**src/rtl/mem_loader_if.sv**
```systemverilog
// Bus bundle between the UART-fed memory loader, the CPU store port and data memory.
// The loader itself takes the slave view; whoever drives it takes the master view.
interface mem_loader_if;
  logic        load_start;
  logic        rx_valid;
  logic [7:0]  rx_byte;
  logic        cpu_mem_write;
  logic [31:0] cpu_address;
  logic [31:0] cpu_write_data;
  logic        mem_write;
  logic [31:0] mem_address;
  logic [31:0] mem_write_data;
  logic        loading;
  logic        load_done;
  logic [14:0] word_count;

  modport master (
    output load_start, rx_valid, rx_byte,
    output cpu_mem_write, cpu_address, cpu_write_data,
    input  mem_write, mem_address, mem_write_data,
    input  loading, load_done, word_count
  );

  modport slave (
    input  load_start, rx_valid, rx_byte,
    input  cpu_mem_write, cpu_address, cpu_write_data,
    output mem_write, mem_address, mem_write_data,
    output loading, load_done, word_count
  );
endinterface

```
**src/rtl/mem_loader.sv**
```systemverilog
// Packs UART bytes little-endian into 32-bit words and writes them to data memory,
// holding the CPU off the memory port while a load is in progress.
module mem_loader #(
  parameter int MAX_WORDS = 16384,
  parameter int TIMEOUT   = 1000000
) (
  input  logic        clock,
  input  logic        rst_n,
  mem_loader_if.slave bus
);

  localparam int TIMER_WIDTH = (TIMEOUT > 1) ? $clog2(TIMEOUT) : 1;
  localparam logic [TIMER_WIDTH-1:0] TIMER_LAST = TIMER_WIDTH'(TIMEOUT - 1);
  localparam logic [13:0] LAST_PTR = 14'(MAX_WORDS - 1);

  typedef enum logic [2:0] {
    IDLE,
    COLLECT,
    WRITE,
    FLUSH,
    DONE
  } state_t;

  state_t                 state, state_next;
  logic [13:0]            word_ptr, word_ptr_next;
  logic [1:0]             byte_idx, byte_idx_next;
  logic [31:0]            assembly, assembly_next;
  logic [TIMER_WIDTH-1:0] timer, timer_next;
  logic [14:0]            word_count, word_count_next;
  logic                   load_done, load_done_next;

  logic                   mem_write;
  logic [31:0]            mem_address;
  logic [31:0]            mem_write_data;

  always_ff @(posedge clock) begin
    if (!rst_n) begin
      state      <= IDLE;
      word_ptr   <= '0;
      byte_idx   <= '0;
      assembly   <= '0;
      timer      <= '0;
      word_count <= '0;
      load_done  <= 1'b0;
    end else begin
      state      <= state_next;
      word_ptr   <= word_ptr_next;
      byte_idx   <= byte_idx_next;
      assembly   <= assembly_next;
      timer      <= timer_next;
      word_count <= word_count_next;
      load_done  <= load_done_next;
    end
  end

  always_comb begin
    state_next      = state;
    word_ptr_next   = word_ptr;
    byte_idx_next   = byte_idx;
    assembly_next   = assembly;
    timer_next      = timer;
    word_count_next = word_count;
    load_done_next  = load_done;
    mem_write       = 1'b0;
    mem_address     = {16'b0, word_ptr, 2'b00};
    mem_write_data  = assembly;

    case (state)
      IDLE: begin
        mem_write      = bus.cpu_mem_write;
        mem_address    = bus.cpu_address;
        mem_write_data = bus.cpu_write_data;
        if (bus.load_start) begin
          state_next      = COLLECT;
          word_ptr_next   = '0;
          byte_idx_next   = '0;
          assembly_next   = '0;
          timer_next      = '0;
          word_count_next = '0;
          load_done_next  = 1'b0;
        end
      end

      COLLECT: begin
        if (bus.rx_valid) begin
          assembly_next[{byte_idx, 3'b000} +: 8] = bus.rx_byte;
          byte_idx_next = byte_idx + 2'd1;
          timer_next    = '0;
          if (byte_idx == 2'd3) begin
            state_next = WRITE;
          end
        end else if (timer == TIMER_LAST) begin
          state_next = (byte_idx != 2'd0) ? FLUSH : DONE;
        end else begin
          timer_next = timer + 1'b1;
        end
      end

      // A byte arriving alongside the write starts the next word instead of being dropped.
      WRITE: begin
        mem_write       = 1'b1;
        word_count_next = word_count + 1'b1;
        byte_idx_next   = '0;
        assembly_next   = '0;
        timer_next      = '0;
        if (word_ptr == LAST_PTR) begin
          state_next = DONE;
        end else begin
          state_next    = COLLECT;
          word_ptr_next = word_ptr + 1'b1;
          if (bus.rx_valid) begin
            assembly_next = {24'b0, bus.rx_byte};
            byte_idx_next = 2'd1;
          end
        end
      end

      FLUSH: begin
        mem_write       = 1'b1;
        word_count_next = word_count + 1'b1;
        state_next      = DONE;
      end

      DONE: begin
        load_done_next = 1'b1;
        state_next     = IDLE;
      end

      default: begin
        state_next = IDLE;
      end
    endcase
  end

  assign bus.mem_write      = mem_write;
  assign bus.mem_address    = mem_address;
  assign bus.mem_write_data = mem_write_data;
  assign bus.loading        = (state != IDLE);
  assign bus.load_done      = load_done;
  assign bus.word_count     = word_count;

endmodule

```
**src/flat_wrapper.sv**
```systemverilog
// flat-port wrapper written by rule: the top's interface ports become plain ports
module mem_loader_flat 
#(
  parameter int MAX_WORDS = 16384,
  parameter int TIMEOUT   = 1000000
)
  (clock, rst_n, bus_load_start, bus_rx_valid, bus_rx_byte, bus_cpu_mem_write, bus_cpu_address, bus_cpu_write_data, bus_mem_write, bus_mem_address, bus_mem_write_data, bus_loading, bus_load_done, bus_word_count);
  mem_loader_if bus_i ();
  input  logic clock;
  input  logic rst_n;
  input wire logic [$bits(bus_i.load_start)-1:0] bus_load_start;
  input wire logic [$bits(bus_i.rx_valid)-1:0] bus_rx_valid;
  input wire logic [$bits(bus_i.rx_byte)-1:0] bus_rx_byte;
  input wire logic [$bits(bus_i.cpu_mem_write)-1:0] bus_cpu_mem_write;
  input wire logic [$bits(bus_i.cpu_address)-1:0] bus_cpu_address;
  input wire logic [$bits(bus_i.cpu_write_data)-1:0] bus_cpu_write_data;
  output wire logic [$bits(bus_i.mem_write)-1:0] bus_mem_write;
  output wire logic [$bits(bus_i.mem_address)-1:0] bus_mem_address;
  output wire logic [$bits(bus_i.mem_write_data)-1:0] bus_mem_write_data;
  output wire logic [$bits(bus_i.loading)-1:0] bus_loading;
  output wire logic [$bits(bus_i.load_done)-1:0] bus_load_done;
  output wire logic [$bits(bus_i.word_count)-1:0] bus_word_count;
  assign bus_i.load_start = bus_load_start;
  assign bus_i.rx_valid = bus_rx_valid;
  assign bus_i.rx_byte = bus_rx_byte;
  assign bus_i.cpu_mem_write = bus_cpu_mem_write;
  assign bus_i.cpu_address = bus_cpu_address;
  assign bus_i.cpu_write_data = bus_cpu_write_data;
  assign bus_mem_write = bus_i.mem_write;
  assign bus_mem_address = bus_i.mem_address;
  assign bus_mem_write_data = bus_i.mem_write_data;
  assign bus_loading = bus_i.loading;
  assign bus_load_done = bus_i.load_done;
  assign bus_word_count = bus_i.word_count;
  mem_loader #(.MAX_WORDS(MAX_WORDS), .TIMEOUT(TIMEOUT)) u_core (.clock(clock), .rst_n(rst_n), .bus(bus_i));
endmodule
```
**config.mk**
```make
export PLATFORM = sky130hd
export DESIGN_NAME = mem_loader_flat
export DESIGN_NICKNAME = d
export VERILOG_FILES = /design/src/rtl/mem_loader_if.sv /design/src/rtl/mem_loader.sv /design/src/flat_wrapper.sv
export SDC_FILE = /design/constraint.sdc
export NUM_CORES = 1
export LEC_CHECK = 0
export CAP_MARGIN = 20
export CORE_ASPECT_RATIO = 0.7
export CORE_MARGIN = 3
export CORE_UTILIZATION = 48
export CTS_BUF_LIST = sky130_fd_sc_hd__clkbuf_4 sky130_fd_sc_hd__clkbuf_8
export CTS_CLUSTER_DIAMETER = 150
export DETAILED_ROUTE_END_ITERATION = 12
export GPL_TIMING_DRIVEN = 1
export PLACE_DENSITY = 0.95
export SLEW_MARGIN = 20
export SYNTH_ARGS = -nofsm -noshare
export SYNTH_HDL_FRONTEND = slang
export SYNTH_SLANG_ARGS = --single-unit
```
**constraint.sdc**
```tcl
create_clock -name clock -period 2.65 [get_ports clock]
set_input_delay 0.6625 -clock clock [delete_from_list [all_inputs] [get_ports clock]]
set_output_delay 0.6625 -clock clock [all_outputs]
set_load 0.01 [all_outputs]
```
==> flow_summary.ini <==
[status]
status = finished, final reports clean

[finish]
area_growth_syn_to_layout_pct = 43.9
nets = 945
diodes = 0
design_area_um2 = 6980
drive_gt1_share_pct = 6.60
fill_cells = 768

[power]
leakage_nw = 2.73
power_frac_seq_pct = 41.1
powerDensity_nw_per_um2 = 463
vdd_ir_drop_max_uv = 277
pwr-share-comb_pct = 33.8
total_power_w = 0.00323
p_int_w = 0.00222
swShare_pct = 31.1
clkPwrFrac_pct = 25.1
p_switching_w = 0.00101

[global_route]
grt_max_degree = 47
grt_overflow_total = 0
grt_pass1_wl_um = 24400
grt_pass1_vias = 5173
grt.total_usage_pct = 25.2
grt_antenna_before_repair = 0

[timing]
finalHoldViolations = 0
rsz0062_at_grt = true
tightest_slew_ps = 884
final.period_utilization_pct = 98.4
relSlewSlack_pct = 40.5
slew_violations = 0
skew_ps = 7.72
period_needed_ps = 2610
max_freq_ghz = 0.384
setup_viol = 0
tns_ps = 0

[logic_synthesis]
synth_top_area_share_pct = 35.9
syn_area_um2 = 4850
avgSynthCellArea_um2 = 7.02
ys.flop_type = dfxtp_1
synth_area_leader_cell = dfxtp_1
synth.area.top_cells = dfxtp_1 (36%), nand2_1 (16%), a21oi_1 (5.6%)
synth_edf_count = 0
synth-seq-cells = 87
synth_most_common_cell = nand2_1
synth-seq-area-share_pct = 35.9
synth-warning-count = 0
synth_cell_types = 53
synthCells = 691
synth_common_cells = nand2_1 (204), dfxtp_1 (87), a21oi_1 (54)
syn-num-nets = 777
ys_async_sr_fraction_pct = 0

[setup_path]
max_stage_delay_ps = 530
regToRegEndpoint = u_core.state[1]
rr_worst_depth = 6
crit_arrival_ps = 1940
setup.worst_path.start = u_core.state[2]
crit_chain = nor3_4 -> buf_4 -> clkbuf_16 -> nand2_1 -> nand2_1 -> clkdlybuf4s50_1
startpoint_type = flip-flop
crit_required_ps = 1990
cpMostUsedCell = nand2_1
crit_fanout = 16
cp-end-kind = primary output
regToRegSetupSlack_ps = 290
rr_startpoint = u_core.timer[1]
cp-endpoint = bus_mem_write_data[25]
path_class = reg2out
cp_slowest_cell = clkdlybuf4s50_1

[floorplan]
fp.dieW_um = 126
num_rows = 30
io_pins = 159
core_area_um2 = 9760
die_area_um2 = 11400
initial_core_util_pct = 49.7
die_h_um = 90.1

[drt]
drc = 0
routed_via_density = 5.77
first_iter_violations = 681
dr.pass1.iters = 7
via_count = 5718
routed_wl_um = 15400
wl_per_cell_um = 15.5
postRouteAntennaNets = 0

[clock_tree]
clock_latency_ps = 350
cts_max_path_buffers = 2
cts.sinks = 87
path_clk_slew_ps = 80
cts_buffers = 9
tritoncts = built
root_buffer = clkbuf_8
cts_hold_buffers = 0
htreeDepth = 3

[min_path]
min_path_type = reg2reg

[placed_design]
gp_congestion = 0.925
dp_hpwl_um = 10600
placed_cell_area_um2 = 6660
portBuffers = 158

[run]
drv_cap = 0
cell type report:
| type | instances | area, µm² | share of cell area [%] |
|---|---|---|---|
| Clock buffer | 11 | 139 | 1.99 |
| Inverter | 17 | 71.3 | 1.02 |
| Multi-Input combinational cell | 556 | 2930 | 42.0 |
| Timing Repair Buffer | 188 | 1910 | 27.3 |
| Clock inverter | 4 | 23.8 | 0.341 |
| Tap cell | 128 | 160 | 2.30 |
| Sequential cell | 87 | 1740 | 25.0 |
registers in the layout, indices dropped and copies added, names as in the netlist:
register / cells
u_core.assembly: 32
u_core.timer: 20
u_core.bus.word_count: 15
u_core.word_ptr: 14
u_core.state: 3
u_core.byte_idx: 2
u_core.bus.load_done: 1
through the flow:
step           instances  worst slack (ps)  hold slack (ps)  utilization (%)
2_1_floorplan        691               333              432                -
3_3_place_gp         969               135              439             68.2
3_5_place_dp         969              91.8              445             68.2
4_1_cts              986            -0.979              455             70.4
5_1_grt              991             -54.6              480             71.5
6_report             991              43.0              456             71.5
critical path: cells and delay by family (launching register included):
kind | cells | cell delay, ps
buf+inv | 3 | 900
simple gates | 3 | 330
flops | 1 | 350
timing repair:
action	in CTS	in global routing
resized for setup	7	14
pin swaps	1	1
setup endpoints to repair	65	61
buffers inserted	1	2
hold endpoints to repair	0	0
gates cloned	1	3
worst min path at each step:
stage,start,endpoint,depth (start not counted)
after floorplan,u_core.assembly[10],u_core.assembly[10],2
after global placement,u_core.assembly[30],u_core.assembly[30],2
after detailed placement,u_core.assembly[11],u_core.assembly[11],2
after CTS,u_core.assembly[11],u_core.assembly[11],2
after global routing,u_core.assembly[18],u_core.assembly[18],2
final,u_core.assembly[11],u_core.assembly[11],2
cells in the final DEF (no fill, tap or decap), drive strengths merged, types with 4 or more instances in the layout:
master and n:
nand2 204, clkdlybuf4s50 143, dfxtp 87, a21oi 54, nand3 48, nor2 44, o21ai 32, buf 28
and2 24, inv 17, nand4 16, nor3 13, clkbuf 13, dlymetal6s2s 12, xor2 9, ha 9
or3 9, and3 7, a31oi 7, nor4 7, or4 6, o211ai 6, nand2b 5, a22oi 5
a22o 4, a32o 4, o32ai 4, a311oi 4, clkinv 4
power by group through the flow:
stage | sequential [W] | clock [W] | combinational, W
2_1_floorplan | 0.00136 | 0 | 0.000454
3_3_place_gp | 0.00136 | 0 | 0.000962
3_5_place_dp | 0.00136 | 0 | 0.000973
4_1_cts | 0.00133 | 0.000817 | 0.00102
5_1_grt | 0.00133 | 0.000880 | 0.00118
6_report | 0.00133 | 0.000811 | 0.00109
cells by family after synthesis:
| kind of cell | after synthesis | synth area share (%) |
|---|---|---|
| AND/OR/NAND/NOR | 395 | 37.9 |
| AO/OA/AOI/OAI | 139 | 17.7 |
| flip-flops | 87 | 35.9 |
| buffers and inverters | 48 | 3.79 |
| XOR/XNOR | 12 | 2.17 |
| adder cells (fa/ha/maj) | 9 | 2.32 |
| multiplexers | 1 | 0.206 |
per-layer routing:
metal	vias up	track usage (%)	routed length [µm]
li1	2758	-	-
met1	2574	36.2	6770
met2	352	38.0	6540
met3	34	6.65	1750
met4	0	5.71	303
met5	-	0	0
No activity file was read; power rests on OpenSTA's default activity.
==> RTL change 1, RTL diff (same flow settings) <==
Encoding of `state_t`: now one-hot (5 bits for 5 states).
--- a/src/rtl/mem_loader.sv
+++ b/src/rtl/mem_loader.sv
@@ -13,12 +13,12 @@
   localparam logic [TIMER_WIDTH-1:0] TIMER_LAST = TIMER_WIDTH'(TIMEOUT - 1);
   localparam logic [13:0] LAST_PTR = 14'(MAX_WORDS - 1);
 
-  typedef enum logic [2:0] {
-    IDLE,
-    COLLECT,
-    WRITE,
-    FLUSH,
-    DONE
+  typedef enum logic [4:0] {
+    IDLE    = 5'b00001,
+    COLLECT = 5'b00010,
+    WRITE   = 5'b00100,
+    FLUSH   = 5'b01000,
+    DONE    = 5'b10000
   } state_t;
 
   state_t                 state, state_next;
Formal check against the unedited RTL: same outputs for any inputs over 4 cycles, from zero or initial values and one cycle with rst_n low; so few cycles prove little.
==> RTL change 1 against the unedited design <==
  * Power is 1.0% higher
  * Routed wire length up 13%
  * Synthesized area is 3.5% higher
  * Die area rose by 3.3%
  * Final area grew 4.2%
  * Sequential cell count increased by 2
  * First-iteration DRC count is 5.9% higher
  * Worst setup slack better by 0.026 ns
  * Via count rose by 4.1%
  * Critical endpoint is now bus_mem_address[12]
  * Largest power group unchanged
==> RTL change 1: results (changes against the unedited design) <==
metric	value	unit	change
dr_wl_met2	7670	um	+17%
crit_fanout	12		-4
wl_met1	7440	um	+9.9%
first_pass_iters	5		-2
drt-wirelength-per-cell	17.6	um	+14%
final_layout_size_suffix_gt1_share	10.1	%	+3.5 points
reg2reg_from	u_core.word_ptr[0]		
arrival	1.92	ns	-0.02 ns
nonClkBufAreaFrac	27.1	%	-0.26 points
peakVddDrop	0.223	mV	-19%
place_congestion	0.902		-2.5%
fin_nets	940		-0.53%
antenna_found_initial	0		unchanged
synth_area_leaders	dfxtp_1 36%, nand2_1 14%, o2bb2ai_1 4.4%		
whs	0.470	ns	+0.0136 ns
num-fill-cells	710		-7.6%
synth_commonest_cells	190 x nand2_1, 89 x dfxtp_1, 38 x nor2_1		
max-slew-margin-rel	49.5	%	+8.9 points
yosysSeqAreaShare	35.5	%	-0.42 points
crit_end	bus_mem_address[12]		
nonClockBufferCount	199		+5.9%
clkLatencyLatePin	0.39	ns	+0.04 ns
ys.warnings.count	0		unchanged
largest_reg_flops	32		unchanged
dpl.hpwl	11500	um	+9.0%
ys_types	73		+38%
drc_errors	0		unchanged
leakage	2.90	nW	+6.2%
grt_pass1_wl	26600	um	+8.7%
fin_cells	987		-0.40%
status	finished clean		
grtUsageMet2	41.9	%	+4.0 points
grt_util_met1	38.1	%	+1.9 points
first_iter_violations	721		+5.9%
met3_length	1890	um	+7.8%
clock_area_share	3.39	%	+1.1 points
dpl.cell_count	962		-0.72%
inv_count	11		-6
synth_top_flop_cell	dfxtp_1		
sh_seq_area	24.6	%	-0.40 points
avgSynthCellArea	7.37	um^2	+5.0%
reg2reg_to	u_core.word_ptr[11]		
hold_start	u_core.assembly[7]		
dr.max_layer_used	met4		
grt_max_degree	47		unchanged
syn_nets	767		-1.3%
synth-edff-count	0		unchanged
met3_usage	7.47	%	+0.82 points
num-multi-input-gates	544		-2.2%
multiInputGateArea	0.00306	mm^2	+4.4%
viasPerCell	6.03		+4.6%
whs_endpoint	u_core.assembly[7]		
grt_pass1_vias	5393		+4.3%
track_usage	27.7	%	+2.5 points
finClkSkew	0.0161	ns	+0.00835 ns
cts.clk_slew.worst_paths	0.10	ns	+0.02 ns
r2r_slack	0.29	ns	about the same
seq_cell_count	89		+2.3%
clkbuf_count	10		-1
-- RTL change 1: cell types whose count changed in the layout (fill, tap and decap cells not counted), moves of 11 or more --
cell | unedited run | this run
o2bb2ai_1 | 0 | 25
nand2_1 | 204 | 190
a21oi_1 | 54 | 34
dlygate4sd2_1 | 3 | 61
clkdlybuf4s50_1 | 143 | 96
dlymetal6s2s_1 | 12 | 1
nand3_1 | 47 | 28
-- RTL change 1: worst max-delay path, cell delays in order (launching register included) --
cell,delay (ns)
dfxtp_2,0.37
nor2_4,0.05
and3_4,0.20
inv_6,0.11
buf_12,0.15
nand2_1,0.06
nand2_1,0.07
clkdlybuf4s50_1,0.52
-- RTL change 1: cells by family after synthesis --
kind of cell	share of synthesized area, %
compound gates	20.8
xor+xnor	1.22
fa+ha+maj	2.24
buf+inv	3.91
flops	35.5
mux	0.399
simple gates	35.9
-- RTL change 1: repair_timing --
item,in CTS,in global routing
resized for setup,68,7
hold buffers,0,0
gates cloned,2,2
setup buffers,3,2
endpoints found under the setup margin,65,5
pin swaps,1,1
-- RTL change 1: metrics by stage --
stage / util, % / area [um^2] / setup slack (ns)
floorplan: - / 5020 / 0.315
global placement: 69.3 / 6900 / 0.00132
detailed placement: 69.3 / 6900 / -0.0232
CTS: 72.1 / 7170 / -0.00137
global route: 73.1 / 7270 / 0.00292
finish: 73.1 / 7270 / 0.0694
-- RTL change 1: where the power goes --
| group | switching (mW) | internal, mW | leakage (nW) |
|---|---|---|---|
| Combinational | 0.379 | 0.376 | 2.06 |
| Clock | 0.524 | 0.642 | 0.121 |
| Sequential | 0.00291 | 1.34 | 0.718 |
==> RTL change 2, RTL diff (same flow settings) <==
Made on the original files. `TIMEOUT` is set to 1000000 in 2 places; all go to 4000000.
--- a/src/rtl/mem_loader.sv
+++ b/src/rtl/mem_loader.sv
@@ -2,7 +2,7 @@
 // holding the CPU off the memory port while a load is in progress.
 module mem_loader #(
   parameter int MAX_WORDS = 16384,
-  parameter int TIMEOUT   = 1000000
+  parameter int TIMEOUT   = 4000000
 ) (
   input  logic        clock,
   input  logic        rst_n,
--- a/src/flat_wrapper.sv
+++ b/src/flat_wrapper.sv
@@ -2,7 +2,7 @@
 module mem_loader_flat 
 #(
   parameter int MAX_WORDS = 16384,
-  parameter int TIMEOUT   = 1000000
+  parameter int TIMEOUT   = 4000000
 )
   (clock, rst_n, bus_load_start, bus_rx_valid, bus_rx_byte, bus_cpu_mem_write, bus_cpu_address, bus_cpu_write_data, bus_mem_write, bus_mem_address, bus_mem_write_data, bus_loading, bus_load_done, bus_word_count);
   mem_loader_if bus_i ();
Formal check against the unedited RTL: same outputs for any inputs over 4 cycles, from zero or initial values and one cycle with rst_n low; that may be too few to reach the edited logic, so the function may still have changed.
==> RTL change 2 against the unedited design <==
  * Synthesized area increased by 2.8%
  * Die area increased by 2.6%
  * Final area increased by 2.0%
  * Synthesized cell count decreased by 1.2%
  * Worst setup slack improved by 0.021 ns
  * Non-clock buffer count increased by 11
  * Routed wire length increased by 8.0%
  * Sequential cell count increased by 2
  * Register-to-register slack improved by 0.05 ns
  * Fmax increased by 0.81%
  * Largest cell class unchanged
Power is not compared: it rests on default switching activity, and its combinational part moved more than twofold at a synthesized area within 25%.
==> RTL change 2: results (changes against the unedited design) <==
metric	value	unit	change
status	finished clean		
viasPerCell	5.88		+1.9%
met3_usage	7.29	%	+0.64 points
first_iter_violations	508		-25%
num-fill-cells	775		+0.91%
critPathMaxStageDelay	0.55	ns	+0.02 ns
synthCells	683		-1.2%
syn_to_final_growth	42.9	%	
reg2reg_from	u_core.word_ptr[0]		
r2r_slack	0.34	ns	+0.05 ns
syn_nets	769		-1.0%
grt_pass1_wl	26600	um	+9.0%
worstMarginPinSlew	0.936	ns	+0.0516 ns
place_congestion	0.898		-2.9%
drt-wirelength-per-cell	16.7	um	+7.8%
wl	16600	um	+8.0%
dp_slack	0.0703	ns	-0.0215 ns
grt_pass1_vias	5406		+4.5%
post_cts_buffers	4		+3
grt_util_met1	37.7	%	+1.5 points
final_layout_size_suffix_gt1_share	11.3	%	+4.7 points
hold_start	u_core.assembly[30]		
fmaxAchievable	387	MHz	+0.81%
place_area	0.00681	mm^2	+2.3%
first_pass_iters	5		-2
finClkSkew	0.00887	ns	+0.00114 ns
crit_fanout	11		-5
grt_max_degree	24		-49%
RTL change 2: cell types whose count changed after synthesis, sizes merged, moves of 5 or more:
| cell | delta |
|---|---|
| nand4 | -8 |
| and2 | -19 |
| nor2 | -5 |
| inv | -8 |
| buf | +12 |
| and4 | +6 |
| clkbuf | -8 |
| and3 | +17 |
RTL change 2: kinds of logic after synthesis:
logic type	synth area share [%]
muxes	0.402
buffers and inverters	4.09
xor gates and xnor gates	1.76
and+or+nand+nor	37.6
DFF	35.8
adders and majority gates	2.26
AOI/OAI and AO/OA	18.1
RTL change 2: cell type report:
cell class / count / share of cell area [%]
Clock buffer: 9 / 1.74
Clock inverter: 7 / 1.12
Inverter: 9 / 0.598
Multi-Input combinational cell: 550 / 42.4
Sequential cell: 89 / 25.1
Tap cell: 128 / 2.25
Timing Repair Buffer: 199 / 26.7
Timing Repair inverter: 2 / 0.211
RTL change 2: per-layer routing:
metal,wire length [um],vias to the layer above
li1,-,2765
met3,1740,32
met2,7400,328
met1,7180,2715
met5,0,-
met4,274,0
